File: src/rtl/mmb_arbiter_2x1.sv
// Two-master to one-slave arbiter for the burst mmb interface: round-robin
// command selection, write-burst locking and in-order read-return routing.
module mmb_arbiter_2x1 #(
  parameter int DWIDTH  = 8,
  parameter int AWIDTH  = 32,
  parameter int BWIDTH  = 8,
  parameter int RDPENDS = 4
) (
  input  logic              reset,
  input  logic              clk,
  input  logic [AWIDTH-1:0] s0_addr,
  input  logic [BWIDTH-1:0] s0_bcnt,
  input  logic              s0_wreq,
  input  logic [DWIDTH-1:0] s0_wdat,
  input  logic              s0_rreq,
  output logic [DWIDTH-1:0] s0_rdat,
  output logic              s0_rval,
  output logic              s0_busy,
  input  logic [AWIDTH-1:0] s1_addr,
  input  logic [BWIDTH-1:0] s1_bcnt,
  input  logic              s1_wreq,
  input  logic [DWIDTH-1:0] s1_wdat,
  input  logic              s1_rreq,
  output logic [DWIDTH-1:0] s1_rdat,
  output logic              s1_rval,
  output logic              s1_busy,
  output logic [AWIDTH-1:0] m_addr,
  output logic [BWIDTH-1:0] m_bcnt,
  output logic              m_wreq,
  output logic [DWIDTH-1:0] m_wdat,
  output logic              m_rreq,
  input  logic [DWIDTH-1:0] m_rdat,
  input  logic              m_rval,
  input  logic              m_busy,
  output logic              rsp_err
);

  localparam int PW = (RDPENDS > 1) ? $clog2(RDPENDS) : 1;
  localparam int CW = $clog2(RDPENDS + 1);
  localparam logic [PW-1:0]     PTR_LAST = PW'(RDPENDS - 1);
  localparam logic [CW-1:0]     CNT_FULL = CW'(RDPENDS);
  localparam logic [BWIDTH-1:0] BC_ONE   = BWIDTH'(1);

  typedef enum logic {IDLE = 1'b0, WBURST = 1'b1} state_e;

  state_e            state_q, state_d;
  logic              prio_q, prio_d;
  logic              owner_q, owner_d;
  logic [BWIDTH-1:0] wcnt_q, wcnt_d;
  logic [BWIDTH-1:0] rcnt_q, rcnt_d;
  logic [PW-1:0]     rptr_q, rptr_d;
  logic [PW-1:0]     wptr_q, wptr_d;
  logic [CW-1:0]     cnt_q, cnt_d;
  logic              rsp_err_q, rsp_err_d;

  // ID queue payload; only entries covered by cnt_q are meaningful
  logic              id_mem [RDPENDS];
  logic [BWIDTH-1:0] bc_mem [RDPENDS];

  logic              req0, req1, sel;
  logic              sel_wreq, sel_rreq, sel_busy, rd_block;
  logic [AWIDTH-1:0] sel_addr;
  logic [BWIDTH-1:0] sel_bcnt;
  logic [DWIDTH-1:0] sel_wdat;
  logic              full, empty, wr_acc, rd_acc, push, pop, rsp_hit;
  logic              head_id;
  logic [BWIDTH-1:0] head_bc;

  function automatic logic [PW-1:0] ptr_inc(input logic [PW-1:0] p);
    return (p == PTR_LAST) ? '0 : p + PW'(1);
  endfunction

  assign req0 = s0_wreq | s0_rreq;
  assign req1 = s1_wreq | s1_rreq;

  always_comb begin
    sel = prio_q;
    if (state_q == WBURST)   sel = owner_q;
    else if (req0 && !req1)  sel = 1'b0;
    else if (req1 && !req0)  sel = 1'b1;
  end

  assign sel_addr = sel ? s1_addr : s0_addr;
  assign sel_bcnt = sel ? s1_bcnt : s0_bcnt;
  assign sel_wdat = sel ? s1_wdat : s0_wdat;
  assign sel_wreq = sel ? s1_wreq : s0_wreq;
  assign sel_rreq = sel ? s1_rreq : s0_rreq;

  assign full  = (cnt_q == CNT_FULL);
  assign empty = (cnt_q == '0);

  // Reads are held off while the ID queue has no room or a write burst owns the slave
  assign rd_block = full | (state_q == WBURST);

  assign m_addr = sel_addr;
  assign m_bcnt = sel_bcnt;
  assign m_wdat = sel_wdat;
  assign m_wreq = reset & sel_wreq;
  assign m_rreq = reset & sel_rreq & ~rd_block;

  assign sel_busy = m_busy | (sel_rreq & rd_block);
  assign s0_busy  = ~reset | sel | sel_busy;
  assign s1_busy  = ~reset | ~sel | sel_busy;

  assign wr_acc = m_wreq & ~m_busy;
  assign rd_acc = m_rreq & ~m_busy;
  assign push   = rd_acc;

  assign head_id = id_mem[rptr_q];
  assign head_bc = bc_mem[rptr_q];
  assign rsp_hit = m_rval & ~empty;

  assign s0_rdat = m_rdat;
  assign s1_rdat = m_rdat;
  assign s0_rval = reset & rsp_hit & ~head_id;
  assign s1_rval = reset & rsp_hit & head_id;
  assign rsp_err = rsp_err_q;

  always_comb begin
    state_d   = state_q;
    prio_d    = prio_q;
    owner_d   = owner_q;
    wcnt_d    = wcnt_q;
    rcnt_d    = rcnt_q;
    rsp_err_d = rsp_err_q;
    pop       = 1'b0;

    case (state_q)
      IDLE: begin
        if (wr_acc) begin
          if (sel_bcnt == BC_ONE) begin
            prio_d = ~sel;
          end else begin
            // bcnt of 0 wraps to the full 2^BWIDTH-word burst
            state_d = WBURST;
            owner_d = sel;
            wcnt_d  = sel_bcnt - BC_ONE;
          end
        end
      end
      WBURST: begin
        if (wr_acc) begin
          wcnt_d = wcnt_q - BC_ONE;
          if (wcnt_q == BC_ONE) begin
            state_d = IDLE;
            prio_d  = ~owner_q;
          end
        end
      end
      default: state_d = IDLE;
    endcase

    if (rd_acc) prio_d = ~sel;

    if (rsp_hit) begin
      if (rcnt_q == '0) begin
        rcnt_d = head_bc - BC_ONE;
        pop    = (head_bc == BC_ONE);
      end else begin
        rcnt_d = rcnt_q - BC_ONE;
        pop    = (rcnt_q == BC_ONE);
      end
    end

    if (m_rval && empty) rsp_err_d = 1'b1;

    wptr_d = push ? ptr_inc(wptr_q) : wptr_q;
    rptr_d = pop  ? ptr_inc(rptr_q) : rptr_q;
    cnt_d  = cnt_q;
    if (push && !pop)      cnt_d = cnt_q + CW'(1);
    else if (pop && !push) cnt_d = cnt_q - CW'(1);
  end

  always_ff @(posedge clk or negedge reset) begin
    if (!reset) begin
      state_q   <= IDLE;
      prio_q    <= 1'b0;
      owner_q   <= 1'b0;
      wcnt_q    <= '0;
      rcnt_q    <= '0;
      rptr_q    <= '0;
      wptr_q    <= '0;
      cnt_q     <= '0;
      rsp_err_q <= 1'b0;
    end else begin
      state_q   <= state_d;
      prio_q    <= prio_d;
      owner_q   <= owner_d;
      wcnt_q    <= wcnt_d;
      rcnt_q    <= rcnt_d;
      rptr_q    <= rptr_d;
      wptr_q    <= wptr_d;
      cnt_q     <= cnt_d;
      rsp_err_q <= rsp_err_d;
    end
  end

  always_ff @(posedge clk) begin
    if (push) begin
      id_mem[wptr_q] <= sel;
      bc_mem[wptr_q] <= sel_bcnt;
    end
  end

endmodule
File: config.mk
export PLATFORM = sky130hd
export DESIGN_NAME = mmb_arbiter_2x1
export DESIGN_NICKNAME = d
export VERILOG_FILES = /design/src/rtl/mmb_arbiter_2x1.sv
export SDC_FILE = /design/constraint.sdc
export NUM_CORES = 1
export LEC_CHECK = 0
export CORE_MARGIN = 2
export CORE_UTILIZATION = 35
export CTS_CLUSTER_SIZE = 14
export DETAILED_ROUTE_END_ITERATION = 10
export PLACE_DENSITY = 0.68
export RECOVER_POWER = 50
export SLEW_MARGIN = 20
export SYNTH_ARGS = -nofsm -noshare
export SYNTH_HDL_FRONTEND = slang
export SYNTH_SLANG_ARGS = --single-unit
File: constraint.sdc
create_clock -name clk -period 5.39 [get_ports clk]
set_input_delay 1.617 -clock clk [delete_from_list [all_inputs] [get_ports clk]]
set_output_delay 1.617 -clock clk [all_outputs]
set_load 0.005 [all_outputs]
==> results.sh <==
export IMPL_wl_per_cell_um=17.0
export IMPL_worstSkewPairLatency_ns=0.33
export IMPL_grtUsageTotal_pct=19.0
export IMPL_firstDrtPassIters=4
export IMPL_drc=0
export IMPL_timing_rr_end="wcnt_q[6]"
export IMPL_max_freq_ghz=0.189
export IMPL_route_detailed_vias_per_inst=5.22
export IMPL_postSynthAreaPerCell_um2=10.8
export IMPL_detailedPlacementHpwl_um=9760
export IMPL_number_of_buffers_created_by_cts=9
export IMPL_cts_htree_levels=3
export IMPL_yosysTopAreaCell="sky130_fd_sc_hd__edfxtp_1"
export IMPL_buffer_ports_inserted=158
export IMPL_ff2ff_setup_slack_ns=1.53
export IMPL_dr_first_iter_drc_count=172
export IMPL_slew_violations=0
export IMPL_yosys_cell_count_top_type="sky130_fd_sc_hd__mux2_2"
export IMPL_netlist_top_cells_count="sky130_fd_sc_hd__mux2_2 (49), sky130_fd_sc_hd__edfxtp_1 (36), sky130_fd_sc_hd__nand2_1 (28)"
export IMPL_dr_total_vias=3838
export IMPL_cts_buffer_depth=2
export IMPL_drive_above_1_share_pct=25.0
export IMPL_hold_start="rsp_err"
export IMPL_cts_clk_slew_worst_paths_ns=0.06
export IMPL_io_pins=183
export IMPL_maxCapViolations=0
export IMPL_hold_crit_depth=1
export IMPL_utilization_after_layout_pct=54.4
export IMPL_min_period_over_period_pct=98.2
export IMPL_synth_edff_count=36
export IMPL_clock_skew_ns=0.00763
export IMPL_final_net_count=711
export IMPL_critical_path_startpoint="s0_rreq"
export IMPL_hold_viol_final=0
export IMPL_fp_dieW_um=115
export IMPL_detail_route_wirelength_um=12500
export IMPL_syn_num_nets=526
export IMPL_fp_coreArea_mm2=0.0120
export IMPL_tritoncts_clock_tree="built"
export IMPL_p_per_area_mw_per_mm2=360
export IMPL_synth_area_leaders="sky130_fd_sc_hd__edfxtp_1 (25%), sky130_fd_sc_hd__dfrtp_1 (16%), sky130_fd_sc_hd__mux2_2 (13%), sky130_fd_sc_hd__ha_1 (4.4%), sky130_fd_sc_hd__mux4_2 (4.2%)"
export IMPL_critical_path_startpoint_type="primary input"
export IMPL_placement_setup_worst_slack_ns=-0.207
export IMPL_synth_top_cell_area_share_pct=25.1
export IMPL_post_synth_inst_count=398
export IMPL_grt_first_pass_wirelength_um=19700
export IMPL_placed_instances=702
export IMPL_crit_reg2reg_launch="state_q"
export IMPL_antenna_found_initial=0
export IMPL_critical_path_arrival_ns=3.68
export IMPL_hold_path_class="register to register"
export IMPL_max_vdd_ir_drop_mv=0.146
export IMPL_yosys_register_bits=63
export IMPL_sort_of_element_at_the_end_of_the_critical_path="output pin"
export IMPL_grt_overflow_total=0
export IMPL_synth_distinct_cells=60
export IMPL_synth_main_ff_cell="sky130_fd_sc_hd__edfxtp_1"
export IMPL_ff2ff_path_depth=13
export IMPL_floorplan_initialDensity_pct=35.9
export IMPL_stdcell_count=735
export IMPL_final_setup_viol_count=0
export IMPL_postRouteAntennaNets=0
export IMPL_clockRootBuffer="sky130_fd_sc_hd__clkbuf_16"
export IMPL_worst_pin_slew_ns=0.720
export IMPL_seq_area_frac_synth_pct=40.8
export IMPL_synthesis_yosys_warnings=0
export IMPL_antennaDiodeCount=0
export IMPL_clock_sinks=63
export IMPL_grt_setup_unrepaired="false"
export IMPL_layout_setup_ws_ns=0.0965
export IMPL_place_congestion=0.843
export IMPL_cp_required_ns=3.77
export IMPL_asyncSetResetFlopFracSynth_pct=42.9
export IMPL_endpoint_with_the_worst_hold_slack="rsp_err"
export IMPL_leakage_nw=2.63
export IMPL_worst_path_max_fanout=6
export IMPL_fp_dieArea_mm2=0.0132
export IMPL_via_count_of_the_first_global_routing_pass=3970
export IMPL_outcome="finished, final reports clean"
export IMPL_final_period_minus_worst_setup_slack_ns=5.29
export IMPL_max_slew_margin_pct=52.0
export IMPL_mappedNetlistArea_mm2=0.00431
export IMPL_die_height_um=115
export IMPL_area_growth_synth_to_final_pct=51.6
export IMPL_row_count=40
export IMPL_grt_max_degree=23
export IMPL_timing_setup_critical_path_class="primary input to output pin"
==> worst max-delay path by stage <==
stage	end	slack (ns)	cells after the start
floorplan	m_bcnt[1]	0.59	7
global placement	m_wdat[6]	-0.18	8
detailed placement	m_wdat[5]	-0.21	8
CTS	m_addr[15]	-0.05	9
global route	m_bcnt[3]	0.03	9
finish	m_bcnt[2]	0.1	9
==> cell usage in the layout (no fill, tap or decap), types with 5 or more instances in the layout <==
master | netlist | final
sky130_fd_sc_hd__nand2b_1 | 5 | 5
sky130_fd_sc_hd__inv_1 | 18 | 16
sky130_fd_sc_hd__clkdlybuf4s15_1 | 0 | 8
sky130_fd_sc_hd__a21oi_1 | 11 | 11
sky130_fd_sc_hd__nand4_1 | 6 | 6
sky130_fd_sc_hd__o21ai_0 | 18 | 17
sky130_fd_sc_hd__nor3_1 | 13 | 13
sky130_fd_sc_hd__xor2_1 | 6 | 6
sky130_fd_sc_hd__dlymetal6s2s_1 | 0 | 5
sky130_fd_sc_hd__edfxtp_1 | 36 | 36
sky130_fd_sc_hd__mux2_2 | 49 | 40
sky130_fd_sc_hd__clkdlybuf4s50_1 | 0 | 104
sky130_fd_sc_hd__nand2_1 | 28 | 28
sky130_fd_sc_hd__dfrtp_1 | 27 | 27
sky130_fd_sc_hd__and2_1 | 8 | 6
sky130_fd_sc_hd__clkbuf_2 | 0 | 20
sky130_fd_sc_hd__nand3_1 | 11 | 11
sky130_fd_sc_hd__nor4_1 | 6 | 6
sky130_fd_sc_hd__mux2i_1 | 10 | 10
sky130_fd_sc_hd__clkbuf_1 | 4 | 12
sky130_fd_sc_hd__clkbuf_16 | 0 | 10
sky130_fd_sc_hd__nor3b_1 | 8 | 8
sky130_fd_sc_hd__mux4_2 | 8 | 8
sky130_fd_sc_hd__ha_1 | 15 | 15
sky130_fd_sc_hd__buf_2 | 6 | 7
sky130_fd_sc_hd__xnor2_1 | 10 | 10
sky130_fd_sc_hd__buf_4 | 17 | 20
sky130_fd_sc_hd__mux2_4 | 2 | 7
sky130_fd_sc_hd__nor2_1 | 25 | 25
sky130_fd_sc_hd__dlygate4sd2_1 | 0 | 6
==> repair_timing <==
action	in CTS	in global routing
gates resized for setup	123	35
hold buffers	0	0
hold endpoints to repair	0	0
setup endpoints to repair	49	41
cloned	3	1
pin swaps	3	3
buffers inserted	10	4
==> through the flow <==
| step | cell area, µm² | hold slack [ns] | TNS [ns] | power, mW |
|---|---|---|---|---|
| 6_report | 6530 | 0.451 | 0 | 2.35 |
| 3_3_place_gp | 6130 | 0.440 | -6.89 | 1.63 |
| 3_5_place_dp | 6130 | 0.451 | -8.03 | 1.67 |
| 4_1_cts | 6650 | 0.461 | -0.0937 | 2.40 |
| 2_1_floorplan | 4310 | 0.451 | 0 | 1.22 |
| 5_1_grt | 6530 | 0.470 | 0 | 2.49 |
==> layer usage <==
layer	part of all wire, %	track usage (%)	routed length [µm]
met3	6.4	5.01	796
met5	0	0	0
met2	52	34.2	6490
met1	40	22.4	5050
met4	1.2	5.22	144
==> flip-flops by register name, summed over array words and instances, names as in the netlist <==
name and flops:
cnt_q 3, prio_q 1, id_mem 4, state_q 1
rptr_q 2, rcnt_q 8, bc_mem 32, wptr_q 2
owner_q 1, wcnt_q 8, rsp_err 1
==> cell type report <==
cell class	count	area (µm²)
clock buffers	10	229
fillers	1067	5480
inverters	19	73.8
well taps	147	184
clock inverters	6	93.8
multi-input cells	287	2310
flip-flops and latches	63	1760
repair buffers	203	1880
==> worst max-delay path, stage by stage <==
cell and delay [ns]:
sky130_fd_sc_hd__clkdlybuf4s50_1 0.48, sky130_fd_sc_hd__nor2_1 0.05, sky130_fd_sc_hd__maj3_2 0.34, sky130_fd_sc_hd__a21boi_4 0.20
sky130_fd_sc_hd__clkbuf_1 0.14, sky130_fd_sc_hd__buf_4 0.13, sky130_fd_sc_hd__bufbuf_16 0.25, sky130_fd_sc_hd__mux2_4 0.32
sky130_fd_sc_hd__buf_2 0.15
==> where the power goes <==
part,internal (mW),switching (mW)
sequential,0.600,0.0936
clock,0.408,0.215
combinational,0.588,0.446
==> logic make-up after synthesis <==
group                      count (synthesis)  share of synthesized area (%)
buffers and inverters                     48                           6.01
adders and majority gates                 18                           5.31
muxes                                     70                           20.6
and+or+nand+nor                          126                           15.3
xor gates and xnor gates                  16                           3.25
DFF                                       63                           40.8
AOI/OAI and AO/OA                         57                           8.77
Note: power is estimated with default switching activity, not from simulation.
